==> src/rtl/shutdown_fault_monitor_if.sv <==
// Bus for shutdown_fault_monitor. It carries the arm/mask/sense/ack controls into the
// monitor and the latched fault capture outputs back out.
interface shutdown_fault_monitor_if #(
    parameter int TS_WIDTH = 32
);
    logic                arm;
    logic [7:0]          channel_mask;
    logic [7:0]          shutdown_sense;
    logic                fault_ack;
    logic                shutdown_sense_clr;
    logic                fault;
    logic [2:0]          first_fault_ch;
    logic [7:0]          fault_flags;
    logic [TS_WIDTH-1:0] fault_time;
    logic [7:0]          fault_count;
    logic [1:0]          state;

    modport master (
        output arm, channel_mask, shutdown_sense, fault_ack,
        input  shutdown_sense_clr, fault, first_fault_ch, fault_flags,
               fault_time, fault_count, state
    );

    modport slave (
        input  arm, channel_mask, shutdown_sense, fault_ack,
        output shutdown_sense_clr, fault, first_fault_ch, fault_flags,
               fault_time, fault_count, state
    );
endinterface

==> src/rtl/shutdown_fault_monitor.sv <==
// Latched fault monitor for the shutdown-sense vector, with an upstream clear pulse and a re-arm holdoff.
// Define SHUTDOWN_FAULT_TIMESTAMP_EN to build the trip timestamp counter; otherwise fault_time reads 0.
module shutdown_fault_monitor #(
    parameter int TS_WIDTH       = 32,
    parameter int HOLDOFF_CYCLES = 16
) (
    input  logic                    clk,
    input  logic                    resetn,
    shutdown_fault_monitor_if.slave bus
);
    typedef enum logic [1:0] {
        ST_IDLE    = 2'd0,
        ST_HOLDOFF = 2'd1,
        ST_ARMED   = 2'd2,
        ST_FAULT   = 2'd3
    } state_t;

    localparam logic [7:0] HOLD_LAST = 8'(HOLDOFF_CYCLES - 1);

    state_t              state_r;
    logic [7:0]          hold_cnt_r;
    logic                clr_r;
    logic                fault_r;
    logic [2:0]          first_ch_r;
    logic [7:0]          flags_r;
    logic [TS_WIDTH-1:0] fault_time_r;
    logic [7:0]          count_r;
    logic [TS_WIDTH-1:0] ts_s;
    logic [7:0]          hit_s;
    logic                trip_s;

    // Bit 0 has the highest priority, so scan downwards and keep the last index that is set.
    function automatic logic [2:0] lowest_set(input logic [7:0] v);
        logic [2:0] idx;
        idx = 3'd0;
        for (int i = 7; i >= 0; i--) begin
            if (v[i]) begin
                idx = 3'(i);
            end else begin
                idx = idx;
            end
        end
        return idx;
    endfunction

    // Qualify the raw flags against the channel mask
    always_comb begin
        hit_s  = bus.shutdown_sense & ~bus.channel_mask;
        trip_s = (hit_s != 8'h00);
    end

`ifdef SHUTDOWN_FAULT_TIMESTAMP_EN
    logic [TS_WIDTH-1:0] ts_r;

    // Free-running timestamp, wraps naturally
    always_ff @(posedge clk) begin
        if (!resetn) begin
            ts_r <= '0;
        end else begin
            ts_r <= ts_r + TS_WIDTH'(1'b1);
        end
    end

    assign ts_s = ts_r;
`else
    assign ts_s = '0;
`endif

    // Monitor FSM and capture registers
    always_ff @(posedge clk) begin
        if (!resetn) begin
            state_r      <= ST_IDLE;
            hold_cnt_r   <= 8'd0;
            clr_r        <= 1'b0;
            fault_r      <= 1'b0;
            first_ch_r   <= 3'd0;
            flags_r      <= 8'h00;
            fault_time_r <= '0;
            count_r      <= 8'd0;
        end else begin
            clr_r <= 1'b0;
            case (state_r)
                ST_IDLE: begin
                    if (bus.arm) begin
                        state_r    <= ST_HOLDOFF;
                        hold_cnt_r <= 8'd0;
                        clr_r      <= 1'b1;
                    end else begin
                        state_r <= ST_IDLE;
                    end
                end
                ST_HOLDOFF: begin
                    // The window always runs to completion; arm is only consulted at its end.
                    if (hold_cnt_r == HOLD_LAST) begin
                        state_r <= bus.arm ? ST_ARMED : ST_IDLE;
                    end else begin
                        hold_cnt_r <= hold_cnt_r + 8'd1;
                    end
                end
                ST_ARMED: begin
                    if (trip_s) begin
                        state_r      <= ST_FAULT;
                        fault_r      <= 1'b1;
                        first_ch_r   <= lowest_set(hit_s);
                        flags_r      <= hit_s;
                        fault_time_r <= ts_s;
                        count_r      <= (count_r == 8'd255) ? 8'd255 : count_r + 8'd1;
                    end else if (!bus.arm) begin
                        state_r <= ST_IDLE;
                    end else begin
                        state_r <= ST_ARMED;
                    end
                end
                ST_FAULT: begin
                    flags_r <= flags_r | hit_s;
                    if (bus.fault_ack) begin
                        state_r    <= ST_HOLDOFF;
                        fault_r    <= 1'b0;
                        hold_cnt_r <= 8'd0;
                        clr_r      <= 1'b1;
                    end else begin
                        state_r <= ST_FAULT;
                    end
                end
                default: begin
                    state_r <= ST_IDLE;
                    fault_r <= 1'b0;
                end
            endcase
        end
    end

    assign bus.shutdown_sense_clr = clr_r;
    assign bus.fault              = fault_r;
    assign bus.first_fault_ch     = first_ch_r;
    assign bus.fault_flags        = flags_r;
    assign bus.fault_time         = fault_time_r;
    assign bus.fault_count        = count_r;
    assign bus.state              = state_r;
endmodule
==> src/flat_wrapper.sv <==
// flat-port wrapper written by rule: the top's interface ports become plain ports
module shutdown_fault_monitor_flat 
#(
    parameter int TS_WIDTH       = 32,
    parameter int HOLDOFF_CYCLES = 16
)
  (clk, resetn, bus_arm, bus_channel_mask, bus_shutdown_sense, bus_fault_ack, bus_shutdown_sense_clr, bus_fault, bus_first_fault_ch, bus_fault_flags, bus_fault_time, bus_fault_count, bus_state);
  shutdown_fault_monitor_if #(.TS_WIDTH(TS_WIDTH)) bus_i ();
  input  logic clk;
  input  logic resetn;
  input wire logic [$bits(bus_i.arm)-1:0] bus_arm;
  input wire logic [$bits(bus_i.channel_mask)-1:0] bus_channel_mask;
  input wire logic [$bits(bus_i.shutdown_sense)-1:0] bus_shutdown_sense;
  input wire logic [$bits(bus_i.fault_ack)-1:0] bus_fault_ack;
  output wire logic [$bits(bus_i.shutdown_sense_clr)-1:0] bus_shutdown_sense_clr;
  output wire logic [$bits(bus_i.fault)-1:0] bus_fault;
  output wire logic [$bits(bus_i.first_fault_ch)-1:0] bus_first_fault_ch;
  output wire logic [$bits(bus_i.fault_flags)-1:0] bus_fault_flags;
  output wire logic [$bits(bus_i.fault_time)-1:0] bus_fault_time;
  output wire logic [$bits(bus_i.fault_count)-1:0] bus_fault_count;
  output wire logic [$bits(bus_i.state)-1:0] bus_state;
  assign bus_i.arm = bus_arm;
  assign bus_i.channel_mask = bus_channel_mask;
  assign bus_i.shutdown_sense = bus_shutdown_sense;
  assign bus_i.fault_ack = bus_fault_ack;
  assign bus_shutdown_sense_clr = bus_i.shutdown_sense_clr;
  assign bus_fault = bus_i.fault;
  assign bus_first_fault_ch = bus_i.first_fault_ch;
  assign bus_fault_flags = bus_i.fault_flags;
  assign bus_fault_time = bus_i.fault_time;
  assign bus_fault_count = bus_i.fault_count;
  assign bus_state = bus_i.state;
  shutdown_fault_monitor #(.TS_WIDTH(TS_WIDTH), .HOLDOFF_CYCLES(HOLDOFF_CYCLES)) u_core (.clk(clk), .resetn(resetn), .bus(bus_i));
endmodule
==> config.mk <==
export PLATFORM = sky130hd
export DESIGN_NAME = shutdown_fault_monitor_flat
export DESIGN_NICKNAME = d
export VERILOG_FILES = /design/src/rtl/shutdown_fault_monitor_if.sv /design/src/rtl/shutdown_fault_monitor.sv /design/src/flat_wrapper.sv
export SDC_FILE = /design/constraint.sdc
export NUM_CORES = 1
export LEC_CHECK = 0
export CAP_MARGIN = 20
export CORE_ASPECT_RATIO = 0.6
export CORE_MARGIN = 2
export CORE_UTILIZATION = 44
export DETAILED_ROUTE_END_ITERATION = 8
export PLACE_DENSITY = 0.81
export SYNTH_ARGS = -nofsm -noshare
export SYNTH_HDL_FRONTEND = slang
export SYNTH_SLANG_ARGS = --single-unit
==> constraint.sdc <==
create_clock -name clk -period 1.91 [get_ports clk]
set_input_delay 0.2865 -clock clk [delete_from_list [all_inputs] [get_ports clk]]
set_output_delay 0.2865 -clock clk [all_outputs]
set_load 0.05 [all_outputs]
# Word-level counts from Yosys, hierarchy flattened
# Index checks and enable logic that the tools add are counted.
[word_totals]
regBits = 31
latchBits = 0
ramBits = 0
mem_bits_ro = 0
n_memories = 0
[op_classes]
addsub = 2
mul = 0
div = 0
magnitude_cmp = 0
n_eq_ne = 10
shift = 0
n_mux = 27
n_bitwise = 3
reduce_logical = 8
[op_table]
columns = ["op", "n"]
rows = [
  ["8-bit two-way mux", 5],
  ["3-bit two-way mux", 8],
  ["8-bit one-hot mux with 3 select lines", 1],
  ["8-bit by 1-bit adder with 8-bit output, second input constant", 2],
  ["8-bit one-hot mux with 2 select lines", 1],
  ["8-bit AND", 1],
  ["8-bit by 4-bit equality test with 1-bit output, second input constant", 1],
  ["8-bit equality test, second input constant", 1],
  ["2-bit two-way mux", 4],
  ["8-bit NOT", 1],
  ["8-bit OR", 1],
  ["2-bit one-hot mux with 4 select lines", 1],
  ["8-bit nonzero test", 1],
  ["2-bit inequality test, second input constant", 3],
  ["1-bit two-way mux", 5],
  ["2-bit equality test, second input constant", 2],
  ["2-bit by 1-bit inequality test with 1-bit output, second input constant", 2],
  ["1-bit one-hot mux with 2 select lines", 2],
  ["2-bit AND reduction", 2],
  ["4-bit AND reduction", 1],
  ["3-bit AND reduction", 1],
  ["3-bit nonzero test", 1],
  ["2-bit by 1-bit equality test with 1-bit output, second input constant", 1],
  ["2-bit zero test", 1],
  ["2-bit nonzero test", 1],
]

# Longest topological paths before layout
[depth]
word_depth = 10
depth_mapped = 8
ltp_nobuf = 6

# Worst setup path before layout
# No wires, ideal clock.
[synth_path]
kind = "register to register"
start = "register u_core.state_r[0], in the netlist u_core.bus.state[0]"
end = "register u_core.hold_cnt_r[5]"
setup_ns = 0.116
arrival_ns = 1.908
t_required_ns = 1.794
path_slack_ns = -0.115
path_stages_with_launch = 9
n_path_buf = 2
synth_period_minus_slack_ns = 2.025
path_cell_list = "dfxtp_1 > inv_1 > ha_1 > buf_4 > a211oi_1 > buf_2 > nand4_1 > xor2_1 > nor2_1"
[synth_between]
elab_chain_len = 3
elab_cells_between_ends = 9
cone_classes = "eq/ne (5); mux (1); reduce/logical (3)"
[synth_lines]
columns = ["element", "line_no", "source"]
rows = [
  ["start: declaration", "shutdown_fault_monitor.sv:20", "state_t state_r;"],
  ["start signal: assignment", "shutdown_fault_monitor.sv:95", "state_r <= bus.arm ? ST_ARMED : ST_IDLE;"],
  ["2-bit by 1-bit equality test with 1-bit output (tied with other cells)", "shutdown_fault_monitor.sv:82", "case (state_r)"],
  ["2-bit inequality test (no source line) or 3-bit nonzero test (tied branches)", "--", ""],
  ["4-bit AND reduction (no source line)", "--", ""],
  ["end signal: assignment", "shutdown_fault_monitor.sv:97", "hold_cnt_r <= hold_cnt_r + 8'd1;"],
  ["end: declaration", "shutdown_fault_monitor.sv:21", "logic [7:0] hold_cnt_r;"],
]
# Parallel ways exist; a longest one is shown, timed or not.
# A chain may end at the register's enable or synchronous reset.

# Worst setup path after layout
[layout_path]
start = "register u_core.count_r[4], in the netlist u_core.bus.fault_count[4]"
end = "output bus_fault_count[4]"
[layout_rtl]
columns = ["element", "line_no", "source"]
rows = [
  ["start: declaration", "shutdown_fault_monitor.sv:27", "logic [7:0] count_r;"],
  ["start signal: assignment", "shutdown_fault_monitor.sv:107", "count_r <= (count_r == 8'd255) ? 8'd255 : count_r + 8'd1;"],
  ["end: declaration", "flat_wrapper.sv:20", "output wire logic [$bits(bus_i.fault_count)-1:0] bus_fault_count;"],
]
# No word-level cell between the ends.

==> results.yml <==
synth:
  yosysTopAreaCell: "dfxtp_1"
  synth-async-reset-ratio: 0
  ys_seq_area_frac: 0.325
  synth_warnings: 0
  synth_seq_cells: 31
  yosys-top-cells-area: "dfxtp_1 (32%), buf_4 (13%), ha_1 (4.6%), nand2_1 (4.3%), a21oi_1 (3.4%)"
  synth_cell_type_count: 52
  syn-cell-area_sq_um: 1910
  syn_inst: 226
  synth_flop_cell: "dfxtp_1"
  avgSynthCellArea_sq_um: 8.45
  synth_edf_count: 0
  synth_top_area_frac: 0.325
power:
  powerDensity_nw_per_um2: 654
  p_switching_w: 0.000539
  p_leak_nw: 1.02
  p_seq_frac: 0.417
  p_clk_frac: 0.320
  peakVddDrop_mv: 0.292
  p_sw_frac: 0.335
  internal_power_w: 0.00107
  combPwrFrac: 0.262
drt:
  vias: 1733
  routed_wl_um: 4530
  drcViolationCount: 0
  drt_iter0_drc: 155
  wl_met3_um: 263
  routedWlPerCell_um: 13.2
  vias_per_cell: 5.04
  dr.pass1.iters: 4
  ant_nets: 0
  wl_met1_um: 2290
  met2_wirelength_um: 1930
  top_layer_used: "met4"
clock_tree:
  clk-insertion-delay-late_ns: 0.29
  root_buffer: "clkbuf_8"
  cts.sinks: 31
  post_cts_buffers: 0
  clk_pin_slew_ns: 0.07
  cts_tree: "yes"
  h-tree-depth: 2
  post_cts_hold_buffer_count: 0
  cts_buffers: 5
  ctsResizeCount: 0
  clk_path_buf_depth: 2
global_route:
  grt_pass1_vias: 1532
  grt_max_degree: 21
  grt_pass1_wl_um: 7160
  antenna_found_initial: 0
  grt.total_usage: 0.197
  grt-ovfl-total: 0
floorplanning:
  io_pins: 75
  die_area_sq_um: 4900
  initial_core_util: 0.461
  fp.dieW_um: 89.1
  die_h_um: 55.0
  core_sq_um: 4140
  row_count: 18
final_layout:
  diodes: 0
  utilization: 0.593
  final_nets: 311
  layoutNonFillerInstCount: 344
  drive_gt1_frac: 0.144
  synthToLayoutAreaGrowth_pct: 28.7
sta:
  clock_skew_ns: 0.00706
  worst_hold_slack_ns: 0.470
  finalCritPeriodShare: 0.958
  fmax_mhz: 546
  slew_viol_final: 0
  final-setup-viol-count: 0
  rsz0062_at_grt: "false"
  tightest_slew_ns: 0.528
  slew_headroom: 0.645
  finalHoldViolCount: 0
  period_needed_ns: 1.83
worst_hold_path:
  hold_depth: 2
  worst_hold_path_type: "flop to flop"
place:
  dp.cells: 337
  io_buffers: 42
  hpwl_um: 3520
  place_congestion: 0.842
worst_setup_path:
  required_ns: 1.62
  cp_slowest_cell: "clkdlybuf4s50_1"
  cp-start-kind: "flop"
  reg2reg_depth: 4
  crit_buf_inv: 1
  slowest_delay_ns: 0.84
  cp-end-kind: "output port"
  critical_path.top_delay_family: "buffers and inverters"
  worst_ep_arrival_time_ns: 1.54
  crit_fanout: 6
  crit_path_cell_trace: "clkdlybuf4s50_1"
  cp.depth: 1
  critPathKind: "flop to output port"
job:
  drv_cap: 0
status:
  status: "finished, final reports clean"
[layout make-up]
cell class | instances | area (sq um)
fill | 379 | 1690
multi-input combinational | 181 | 1110
sequential | 31 | 623
timing repair buffer | 57 | 531
clock buffer | 6 | 82.6
tap | 60 | 75.1
inverter | 8 | 30.0
clock inverter | 1 | 5.00
[cell usage after synthesis (all sizes together), types with 2 or more instances]
cell type / instances
and2b: 2
nor2: 16
ha: 7
buf: 34
o31ai: 2
clkbuf: 3
nand2b: 2
a21oi: 15
nand3: 12
and2: 2
o32ai: 3
nand4: 4
nor3: 6
inv: 7
xor2: 5
or4: 3
nor4: 3
dfxtp: 31
nand2: 22
a211oi: 5
o22ai: 5
nor2b: 8
o21ai: 6
and3: 6
[metrics by stage]
| step | TNS [ns] | total power, W | area [sq um] | worst slack, ns |
|---|---|---|---|---|
| after global routing | 0 | 0.00168 | 2460 | 0.0278 |
| after detailed placement | -1.30 | 0.00110 | 2370 | -0.138 |
| after floorplan | 0 | 0.00103 | 2030 | 0.103 |
| final | 0 | 0.00161 | 2460 | 0.0793 |
| after global placement | -0.757 | 0.00109 | 2370 | -0.0997 |
| after CTS | 0 | 0.00161 | 2460 | 0.0855 |
[layer usage]
metal  GRT usage  vias up
met2       0.295       64
met5           0        -
met3      0.0579        4
li1            -      850
met4      0.0672        0
met1       0.274      815
[registers in the layout, summed over array words and instances (netlist names)]
signal / cells
u_core.bus.state: 2
u_core.bus.shutdown_sense_clr: 1
u_core.bus.fault_count: 8
u_core.bus.first_fault_ch: 3
u_core.hold_cnt_r: 8
u_core.bus.fault: 1
u_core.bus.fault_flags: 8
[kinds of logic after synthesis]
kind of cell / after synthesis / share of synthesized area
AO/OA/AOI/OAI: 46 / 0.171
XOR/XNOR: 5 / 0.0229
adder cells (fa/ha/maj): 7 / 0.0458
buffers and inverters: 45 / 0.154
flip-flops: 31 / 0.325
multiplexers: 1 / 0.00524
other: 1 / 0.00196
AND/OR/NAND/NOR: 90 / 0.274
[power by group through the flow]
stage          registers, W  logic, W  clock network [W]
3_3_place_gp       0.000685  0.000409                  0
6_report           0.000671  0.000422           0.000515
5_1_grt            0.000674  0.000447           0.000555
4_1_cts            0.000671  0.000417           0.000523
2_1_floorplan      0.000717  0.000317                  0
3_5_place_dp       0.000685  0.000416                  0
[worst paths after layout]
check	from	endpoint	slack [ns]
hold / removal	u_core.bus.fault_flags[7]$_SDFFE_PN0P_	u_core.bus.fault_flags[7]$_SDFFE_PN0P_	0.47
setup / recovery	u_core.bus.fault_count[4]$_SDFFE_PN0P_	bus_fault_count[4]	0.08
setup reg to reg	u_core.hold_cnt_r[4]$_SDFFE_PN0P_	u_core.bus.state[0]$_SDFFE_PN0P_	0.21
hold reg to reg	u_core.bus.fault_flags[7]$_SDFFE_PN0P_	u_core.bus.fault_flags[7]$_SDFFE_PN0P_	0.47
[cell usage in the layout (no fill, tap or decap), types with 6 or more instances in the layout]
master	n
clkdlybuf4s50_1	41
conb_1	32
dfxtp_1	29
nand2_1	22
buf_4	16
nor2_1	15
a21oi_1	13
nand3_1	12
inv_1	7
ha_1	7
and3_1	6
clkbuf_8	6
No activity file was read; power rests on OpenSTA's default activity.
